[config.mk]
export PLATFORM = sky130hd
export DESIGN_NAME = fir_ctrl
export DESIGN_NICKNAME = d
export VERILOG_FILES = /design/src/rtl/fir_ctrl_pkg.sv /design/src/rtl/fir_ctrl_sample_ram.sv /design/src/rtl/fir_ctrl.sv
export SDC_FILE = /design/constraint.sdc
export NUM_CORES = 1
export LEC_CHECK = 0
export ABC_AREA = 1
export BUFFER_PORTS_ARGS = -buffer_cell sky130_fd_sc_hd__buf_4
export CORE_UTILIZATION = 44
export DETAILED_ROUTE_END_ITERATION = 6
export PLACE_DENSITY = 0.66
export RECOVER_POWER = 50
export SLEW_MARGIN = 20
export SYNTH_ARGS = -nofsm -noshare
export SYNTH_HDL_FRONTEND = slang
export SYNTH_SLANG_ARGS = --single-unit
[constraint.sdc]
create_clock -name clock -period 4 [get_ports clock]
set_input_delay 0.4 -clock clock [delete_from_list [all_inputs] [get_ports clock]]
set_output_delay 0.4 -clock clock [all_outputs]
set_load 0.01 [all_outputs]
[src/rtl/fir_ctrl_pkg.sv]
// fir_ctrl_pkg
//   Shared definitions for the FIR control / delay-line stage: filter length,
//   address width, default sample width, controller state encoding and the
//   circular delay-line read-address helper.
package fir_ctrl_pkg;

  localparam int TAPS         = 8;
  localparam int ADDR_W       = $clog2(TAPS);
  localparam int DATA_W_DEF   = 8;

  typedef enum logic {
    S_IDLE = 1'b0,
    S_RUN  = 1'b1
  } state_t;

  // Tap k of the current frame lives k slots behind the newest sample.
  // TAPS is a power of two, so the subtraction wraps naturally in ADDR_W bits.
  function automatic logic [ADDR_W-1:0] tap_rd_addr(
    input logic [ADDR_W-1:0] wr_ptr,
    input logic [ADDR_W-1:0] k
  );
    return wr_ptr - k;
  endfunction

endpackage

[src/rtl/fir_ctrl_sample_ram.sv]
// sample_ram
//   TAPS x DATA_W register file holding the FIR delay line.
//   Ports:
//     clk      - clock, rising edge
//     rst_n    - asynchronous active-low clear of every word and the read register
//     i_we     - write enable
//     i_waddr  - write address
//     i_wdata  - write data
//     i_re     - read enable (updates the registered read port)
//     i_raddr  - read address
//     o_rdata  - registered read data
module sample_ram
  import fir_ctrl_pkg::*;
#(
  parameter int DATA_W = DATA_W_DEF
) (
  input  logic              clk,
  input  logic              rst_n,
  input  logic              i_we,
  input  logic [ADDR_W-1:0] i_waddr,
  input  logic [DATA_W-1:0] i_wdata,
  input  logic              i_re,
  input  logic [ADDR_W-1:0] i_raddr,
  output logic [DATA_W-1:0] o_rdata
);

  logic [DATA_W-1:0] r_mem [TAPS];
  logic [DATA_W-1:0] r_rdata_p0;

  // Clearing the words on reset makes pre-history read as zero.
  always_ff @(posedge clk or negedge rst_n) begin
    if (!rst_n) begin
      for (int i = 0; i < TAPS; i++) r_mem[i] <= '0;
      r_rdata_p0 <= '0;
    end else begin
      if (i_we) r_mem[i_waddr] <= i_wdata;
      if (i_re) r_rdata_p0 <= r_mem[i_raddr];
    end
  end

  assign o_rdata = r_rdata_p0;

endmodule

[src/rtl/fir_ctrl.sv]
// fir_ctrl
//   Control and delay-line stage feeding the FIR mac. Accepts one sample per
//   frame over valid/ready, stores it in a circular delay line, then walks the
//   TAPS coefficient/sample pairs, emitting mac_init aligned with tap 0 data.
//   Ports:
//     clock    - sole clock, rising edge
//     reset    - asynchronous active-low reset
//     x_in     - input sample
//     valid_in - x_in is valid
//     ready_in - block can accept a sample (registered)
//     rom_addr - coefficient index to the external synchronous ROM
//     ram_out  - delayed sample x[n-k], registered, aligned with ROM data
//     mac_init - registered; 1 = mac loads the product instead of accumulating
//     busy     - high while a frame is being sequenced
module fir_ctrl
  import fir_ctrl_pkg::*;
#(
  parameter int DATA_W = DATA_W_DEF
) (
  input  logic              clock,
  input  logic              reset,
  input  logic [DATA_W-1:0] x_in,
  input  logic              valid_in,
  output logic              ready_in,
  output logic [ADDR_W-1:0] rom_addr,
  output logic [DATA_W-1:0] ram_out,
  output logic              mac_init,
  output logic              busy
);

  state_t            r_state,    w_state_nxt;
  logic [ADDR_W-1:0] r_k,        w_k_nxt;
  logic [ADDR_W-1:0] r_wr_ptr,   w_wr_ptr_nxt;
  logic              r_ready,    w_ready_nxt;
  logic              r_mac_init, w_mac_init_nxt;
  logic              w_we;
  logic              w_re;
  logic              w_last;
  logic [ADDR_W-1:0] w_rd_addr;

  assign w_last    = (r_k == ADDR_W'(TAPS - 1));
  assign w_rd_addr = tap_rd_addr(r_wr_ptr, r_k);

  always_ff @(posedge clock or negedge reset) begin
    if (!reset) r_state <= S_IDLE;
    else        r_state <= w_state_nxt;
  end

  always_comb begin
    w_state_nxt    = r_state;
    w_k_nxt        = r_k;
    w_wr_ptr_nxt   = r_wr_ptr;
    w_ready_nxt    = r_ready;
    w_mac_init_nxt = r_mac_init;
    w_we           = 1'b0;
    w_re           = 1'b0;
    case (r_state)
      S_IDLE: begin
        // Holding mac_init high keeps the downstream mac cleared between frames.
        w_mac_init_nxt = 1'b1;
        if (valid_in && r_ready) begin
          w_we        = 1'b1;
          w_k_nxt     = '0;
          w_ready_nxt = 1'b0;
          w_state_nxt = S_RUN;
        end
      end
      S_RUN: begin
        w_re           = 1'b1;
        // Registered together with ram_out so it lands on the tap-0 data cycle.
        w_mac_init_nxt = (r_k == '0);
        w_k_nxt        = r_k + 1'b1;
        if (w_last) begin
          w_wr_ptr_nxt = r_wr_ptr + 1'b1;
          w_ready_nxt  = 1'b1;
          w_state_nxt  = S_IDLE;
        end
      end
      default: w_state_nxt = S_IDLE;
    endcase
  end

  always_ff @(posedge clock or negedge reset) begin
    if (!reset) begin
      r_k        <= '0;
      r_wr_ptr   <= '0;
      r_ready    <= 1'b1;
      r_mac_init <= 1'b1;
    end else begin
      r_k        <= w_k_nxt;
      r_wr_ptr   <= w_wr_ptr_nxt;
      r_ready    <= w_ready_nxt;
      r_mac_init <= w_mac_init_nxt;
    end
  end

  // Address stage -> registered read stage (aligned with the ROM's sync read)
  sample_ram #(
    .DATA_W (DATA_W)
  ) u_sample_ram (
    .clk     (clock),
    .rst_n   (reset),
    .i_we    (w_we),
    .i_waddr (r_wr_ptr),
    .i_wdata (x_in),
    .i_re    (w_re),
    .i_raddr (w_rd_addr),
    .o_rdata (ram_out)
  );

  assign ready_in = r_ready;
  assign rom_addr = r_k;
  assign mac_init = r_mac_init;
  assign busy     = (r_state == S_RUN);

endmodule

Word-level counts from Yosys, hierarchy flattened. Index checks and enable logic that the tools add are counted.

Flip-flop bits (word level): 81. Input port bits: 11. Output and inout bits: 14. Logic and storage cells: 48.

$add $sub $neg: 3. Order comparisons: 3. Equal/unequal tests: 3. Mux-type cells: 17. Bitwise gates (word level): 3. Reduce and logical (&&, ||, !) cells: 5.

Operator list (count): 64-bit bitwise mux (1); 8-bit binary-select mux with 3-bit select (1); 8-bit demux with 3-bit select (1); 8-bit two-way mux (3); 4-bit >= comparator (second input constant) (2); 3-bit NOT with 4-bit output (2); 3-bit by 1-bit adder with 3-bit output (second input constant) (2); 1-bit two-way mux (6); 1-bit one-hot mux with 2 select lines (3); 3-bit one-hot mux with 2 select lines (1); 4-bit by 1-bit less-than comparator with 1-bit output (second input constant) (1); 2-bit AND reduction (2); 3-bit equality test (second input constant) (1); 3-bit zero test (1); 3-bit two-way mux (1); 3-bit subtractor (1); 1-bit logical AND (2); 2-bit by 1-bit != test with 1-bit output (second input constant) (1); 2-bit != test (second input constant) (1); 1-bit NOT (1).

Logic depth before layout (Yosys ltp). Gate-level depths: netlist (run 1).

Depth after elaboration: 6. Depth in mapped cells: 13. Gate-level depth less buffers: 13.

Hierarchy. Synthesis (run 1) repeated with hierarchy kept, for this count alone.

Cells, all modules: 500. Area total of the unflattened synthesis: 3926.3 sq um.

By module, submodules not included: sample_ram (instances 1, cells an instance 441, area an instance 3397.0 sq um, sequential area each 1801.7 sq um); fir_ctrl (instances 1, cells an instance 59, area an instance 529.3 sq um, sequential area each 227.7 sq um).

Worst setup path before layout (run 1). OpenSTA, ideal clock, no wires.

Path kind: register -> register. Start point: reg r_wr_ptr[0]. End point: reg u_sample_ram.r_rdata_p0[5] (netlist: u_sample_ram.o_rdata[5]). Library setup time: 65 ps. Data arrival time: 2082 ps. Required time: 3935 ps. Path slack: 1853 ps. Cell stages (with the launch flop): 14. Path buffers: 2. Clock period less this slack: 2147 ps. Cells stage by stage: dfrtp_1 inv_2 ha_1 inv_1 fa_1 buf_2 inv_2 clkbuf_1 nand3_1 nand2_1 nand2_1 nand2_1 nand2_1 nand2_1.

Longest elaborated chain between the ends: 5.

RTL lines: from (decl) (line fir_ctrl.sv:33) `logic [ADDR_W-1:0] r_wr_ptr, w_wr_ptr_nxt;`; from (signal assigned) (line fir_ctrl.sv:91) `r_wr_ptr <= w_wr_ptr_nxt;`; 3-bit subtractor (line fir_ctrl_pkg.sv:22) `return wr_ptr - k;`; 3-bit NOT with 4-bit output (not written as such) (line fir_ctrl_sample_ram.sv:37) `if (i_re) r_rdata_p0 <= r_mem[i_raddr];`; 8-bit binary-select mux with 3-bit select (line fir_ctrl_sample_ram.sv:37); 8-bit two-way mux (not written as such) (2 in series) (line fir_ctrl_sample_ram.sv:37); to (signal assigned) (line fir_ctrl_sample_ram.sv:37); to (decl) (line fir_ctrl_sample_ram.sv:28) `logic [DATA_W-1:0] r_rdata_p0;`.

No other way between the ends. The select of a mux whose other input is x is not followed. A chain may end at the register's enable or synchronous reset.

Worst setup path in the final report (run 1).
Start point: reg r_wr_ptr[0]. End point: reg u_sample_ram.r_rdata_p0[3] (netlist: u_sample_ram.o_rdata[3]).

The elaborated chain is that of the path after synthesis.

==> run metrics, run 1 <==
status finished, violations left; failing checks max-capacitance violations, max-slew violations; Worst Path Arrival 2960 ps; IO Pins 25; RSZ-0062 raised after global routing no; met2 track demand over resource 30.7%; ant diodes 0; Seq. cell area 2030 um2; Setup Viol. Count Final 0; top post-synthesis cells by area dfrtp_1 (50%), nand2_1 (20%), o21ai_1 (8.2%); Via density 4.91; CP max stage delay 950 ps; Die Span X 96.9 um; relative slew slack -34.4%; Slowest-stage cell, CP fa_1; Hold WC Path Type in2reg; CTS resizes 0; Slew Limit Fails 82; initial antenna violation count 0; WP data required 4240 ps; total global-route track usage 20.0%; Fin. Hold Viols 0; Startpoint Class flip-flop; Syn Inst Count 519; Fin Clk Skew 11.9 ps; Hold-fix buffers, CTS 0; Layout Cells excl Fill 649; worst setup path class reg2reg; Post-DP Area 4200 um2; largest net degree at the start of global routing 82; synth unique cells 16; ANT nets after route 0; Setup Fix Bufs, Post-CTS 0; clock latency on the worst-skew pair 350 ps; setup_tns 0 ps; # Max-Cap Violations 1; post-DP HPWL 5530 um; die area 9380 um2; CP Max Fanout 17; design area 4420 um2; final setup margin 1280 ps; layout cells sized above 1 9.98%; GR Util met1 27.8%; worst-path cell chain inv_2, ha_1, inv_1, fa_1, inv_2, nand3_1, nand2_1, nand2_1, nand2_1, nand2_1, nand2_1; filler cell count 871; H-tree Lvls 3; VDD IR-drop max 158 uV; Syn-to-layout area delta 11.5%; Root Buffer Master clkbuf_8; Highest Clock Rate 368 MHz; 1st-pass router iterations 5; Port Buf Inserts 24; global-route wire length before repair 14800 um; Mapped Nets 536; final WL 8690 um; CTS tree yes; CTS max path bufs 2; clk slew on worst S/H paths 90 ps; initial DRC count 150; sequential element share of the synthesized area 51.3%; Core Region 8720 um2; GP Congestion 0.770; dpl ws 1300 ps; die extent in y 96.9 um; Layout Nets 553; post-route clock period utilization 68.0%; Post-Synthesis Cell Area 3960 um2; area leader, netlist dfrtp_1; GRT overflow 0; Syn Area/Cell 7.63 um2; drt drc 0; routed vias 3185; Worst-Margin Slew 2020 ps; leakage 2.28 nW; total CTS buffers 9; WL/cell 13.4 um; power per cell area 348 nW/um2; row count 34; Yosys reg bits 81; met3 GRT Util 3.54%; vias in the first global route 2943; most used cell, CP nand2_1; Synthesis Warnings 0; min Tclk post-route 2720 ps; number of clock sinks seen by CTS 81; placed cell count 633; CP Capture Type flip-flop; top cell type's share of synthesized area 49.9%; Starting Density 45.4%; layer with the highest usage met2; multi-input logic area 1520 um2
cell usage in the layout (no fill, tap or decap), types with 4 or more instances in the layout:
cell type,count
nand3_1,35
o21ai_1,65
nand2_1,210
dfrtp_1,79
nand4_2,8
ha_1,5
buf_4,22
o21ai_0,4
clkbuf_8,11
inv_2,6
inv_1,81
sequential cells by signal, indices dropped and copies added, names as in the netlist:
name,flops
busy,1
u_sample_ram.r_mem,64
r_wr_ptr,3
mac_init,1
u_sample_ram.o_rdata,8
ready_in,1
rom_addr,3
report_power, final:
| part | internal, W | switching, W | total, W |
|---|---|---|---|
| Sequential | 0.000818 | 0 | 0.000818 |
| Combinational | 0.00000635 | 0.0000259 | 0.0000323 |
| Clock | 0.000388 | 0.000301 | 0.000688 |
| Total | 0.00121 | 0.000326 | 0.00154 |
stage by stage:
step	hold slack (ps)	utilization (%)	total power, W
2_1_floorplan	104	-	0.000842
4_1_cts	254	50.7	0.00155
3_5_place_dp	476	48.1	0.000869
6_report	345	50.6	0.00154
5_1_grt	347	50.6	0.00159
3_3_place_gp	471	48.1	0.000869
cells by family after synthesis:
kind of cell	count (synthesis)	share of synthesized area, %
xor gates and xnor gates	2	0.443
and+or+nand+nor	254	27.0
buffers and inverters	106	10.4
adders and majority gates	6	2.09
DFF	81	51.3
AOI/OAI and AO/OA	70	8.85
layer usage:
| layer | routed length [um] | part of all wire, % | vias up |
|---|---|---|---|
| li1 | - | - | 1632 |
| met1 | 4380 | 50 | 1487 |
| met2 | 3860 | 44 | 55 |
| met3 | 289 | 3.3 | 11 |
| met4 | 161 | 1.9 | 0 |
| met5 | 0 | 0 | - |
cell type report:
cell class,instances,area share (%)
clock buffer,12,3.51
timing repair buffer,25,4.02
inverter,87,7.40
tap,108,3.06
sequential,81,46.0
clock inverter,4,1.67
multi-input combinational,332,34.4
critical path, delay by kind of cell (launching register included):
kind	cells	cell delay, ps
fa+ha+maj	2	1120
buf+inv	3	510
simple gates	6	500
flops	1	480
worst paths after layout:
path	from	to	slack [ps]	cells after the start
max in group asynchronous	reset	u_sample_ram.r_mem[30]	2190	1
min in group asynchronous	reset	r_wr_ptr[2]	590	1
min	valid_in	busy	340	3
min reg2reg	u_sample_ram.o_rdata[3]	u_sample_ram.o_rdata[3]	490	2
max reg2reg	r_wr_ptr[0]	u_sample_ram.o_rdata[3]	1280	11
max	r_wr_ptr[0]	u_sample_ram.o_rdata[3]	1280	11
synthesized netlist by cell type:
master	n
nand4_2	8
nand2_1	210
ha_1	5
a21oi_1	1
nand3_1	35
o21ai_1	65
buf_2	11
xor2_1	2
clkbuf_1	8
dfstp_2	2
inv_2	7
o21ai_0	4
inv_1	80
fa_1	1
dfrtp_1	79
nor2_1	1
(Power assumes the default switching activity.)
==> run 2, diff against run 1 <==
--- a/config.mk
+++ b/config.mk
@@ -9,7 +9,7 @@
 export BUFFER_PORTS_ARGS = -buffer_cell sky130_fd_sc_hd__buf_4
 export CORE_UTILIZATION = 44
 export DETAILED_ROUTE_END_ITERATION = 6
-export PLACE_DENSITY = 0.66
+export PLACE_DENSITY = 0.68
 export RECOVER_POWER = 50
 export SLEW_MARGIN = 20
 export SYNTH_ARGS = -nofsm -noshare
==> constraint.sdc (replaced) <==
create_clock -name clock -period 2.38 [get_ports clock]
set_input_delay 0.238 -clock clock [delete_from_list [all_inputs] [get_ports clock]]
set_output_delay 0.238 -clock clock [all_outputs]
set_load 0.01 [all_outputs]
==> run 2 against run 1 <==
  * The run now ends clean
  * Fmax up 28%
  * First-iteration DRC count increased by 15%
  * Non-clock buffer count rose by 6
  * Sequential share of layout area fell by 0.48 points
  * Final cell count up 0.92%
  * Worst hold slack got worse by 150 ps
  * Highest routed layer unchanged
  * Clock power up 77%
==> run metrics, run 2 (synthesis results as in run 1) <==
Setup Viol. Count Final 0; IO Pins 25; GRT overflow 0; VDD IR-drop max 237 uV; total global-route track usage 21.1%; WL/cell 13.8 um; Slew Limit Fails 0; filler cell count 848; CTS resizes 0; Setup Fix Bufs, Post-CTS 0; R2R depth 11; Root Buffer Master clkbuf_8; ant diodes 0; post-DP HPWL 5690 um; relative slew slack 37.3%; Worst-Margin Slew 940 ps; drt drc 0; H-tree Lvls 3; Hold WC Path Type in2reg; hold endpoint busy; # Max-Cap Violations 0; power per cell area 594 nW/um2; die extent in y 96.9 um; CTS tree yes; CTS max path bufs 2; Startpoint Class flip-flop; layout cells sized above 1 10.2%; final setup margin 261 ps; routed vias 3296; Pwr Total 0.00265 W; Biggest register u_sample_ram.r_mem; status completed; Worst Path Arrival 2410 ps; Fin Clk Skew 9.94 ps; Starting Density 45.4%; total CTS buffers 9; final WL 9040 um; vias in the first global route 3061; most frequent cells in the layout nand2_1 (210), inv_1 (80), dfrtp_1 (79), o21ai_1 (65), nand3_1 (35); clock latency on the worst-skew pair 360 ps; Syn-to-layout area delta 12.7%; Port Buf Inserts 24; RSZ-0062 raised after global routing no; post-route clock period utilization 89.0%; number of clock sinks seen by CTS 81; CP Max Fanout 16; worst reg-to-reg setup slack 260 ps; dpl ws 357 ps; commonest non-fill, non-tap cell in the layout nand2_1; max reg flops 64; GP Congestion 0.771; Fin. Hold Viols 0; ANT nets after route 0; row count 34; setup_tns 0 ps; initial antenna violation count 0; CP Capture Type flip-flop; worst hold start valid_in; min Tclk post-route 2120 ps; Worst Hold Path Cells 3; multi-input logic area 1520 um2; WP data required 2680 ps; Core Region 8720 um2; global-route wire length before repair 15600 um; R2R Path End u_sample_ram.o_rdata[3]; reg-to-reg startpoint r_wr_ptr[0]; initial DRC count 172; worst setup path class reg2reg; die area 9380 um2; largest net degree at the start of global routing 45; Layout Nets 559; Via density 5.03; 1st-pass router iterations 6; clk slew on worst S/H paths 80 ps; Highest Clock Rate 472 MHz; leakage 2.30 nW; Seq. cell area 2030 um2; Die Span X 96.9 um
[run 2: changes by cell type in the layout (fill, tap and decap cells not counted), sizes merged]
cell	change
clkbuf	+3
bufinv	+1
clkinvlp	+1
dlygate4sd3	+1
[run 2: worst max-delay path by stage]
| stage | start | endpoint | slack (ps) | cells after the start |
|---|---|---|---|---|
| 4_1_cts | r_wr_ptr[0] | u_sample_ram.o_rdata[3] | 310 | 11 |
| 5_1_grt | r_wr_ptr[0] | u_sample_ram.o_rdata[3] | 110 | 11 |
| 6_report | r_wr_ptr[0] | u_sample_ram.o_rdata[3] | 260 | 11 |
| 3_3_place_gp | r_wr_ptr[0] | u_sample_ram.o_rdata[3] | 400 | 11 |
| 2_1_floorplan | r_wr_ptr[0] | u_sample_ram.o_rdata[5] | 230 | 13 |
| 3_5_place_dp | r_wr_ptr[0] | u_sample_ram.o_rdata[3] | 360 | 11 |
[run 2: where the power goes]
part           internal (W)  leakage, nW   total, W  switching, W
Sequential          0.00137         1.11    0.00137             0
Combinational     0.0000127         1.07  0.0000571     0.0000443
Clock              0.000703        0.117    0.00122      0.000514
[run 2: metal layers]
layer / vias up / global-route usage [%] / wire [um]
li1: 1643 / - / -
met1: 1543 / 28.9 / 4190
met2: 92 / 32.7 / 4090
met3: 18 / 4.55 / 533
met4: 0 / 8.38 / 225
met5: - / 0 / 0
[run 2: cell type report]
cell class                      count  area share, %
Sequential cell                    81           45.5
Multi-Input combinational cell    332           34.0
Inverter                           87           7.32
Timing Repair Buffer               31           4.71
Tap cell                          108           3.03
Clock buffer                       10           2.86
Clock inverter                      6           2.58
[run 2: per-stage QoR]
stage | instances | utilization [%] | hold WS, ps | cell area, um2
2_1_floorplan | 519 | - | -57.6 | 3960
3_3_place_gp | 638 | 48.7 | 240 | 4250
3_5_place_dp | 638 | 48.7 | 244 | 4250
4_1_cts | 655 | 51.6 | 174 | 4500
5_1_grt | 655 | 51.2 | 227 | 4460
6_report | 655 | 51.2 | 194 | 4460
[run 2: worst max-delay path: stages (launching register included)]
cell     delay (ps)
dfrtp_1         390
inv_2           140
ha_1            160
inv_1            50
fa_1            500
inv_2           320
nand3_1         120
nand2_1         110
nand2_1          60
nand2_1          80
nand2_1          50
nand2_1          70
[run 2: repair_timing]
action                                  CTS  global route
endpoints found under the hold margin    36             0
endpoints found under the setup margin    0             0
hold buffers                              1             0
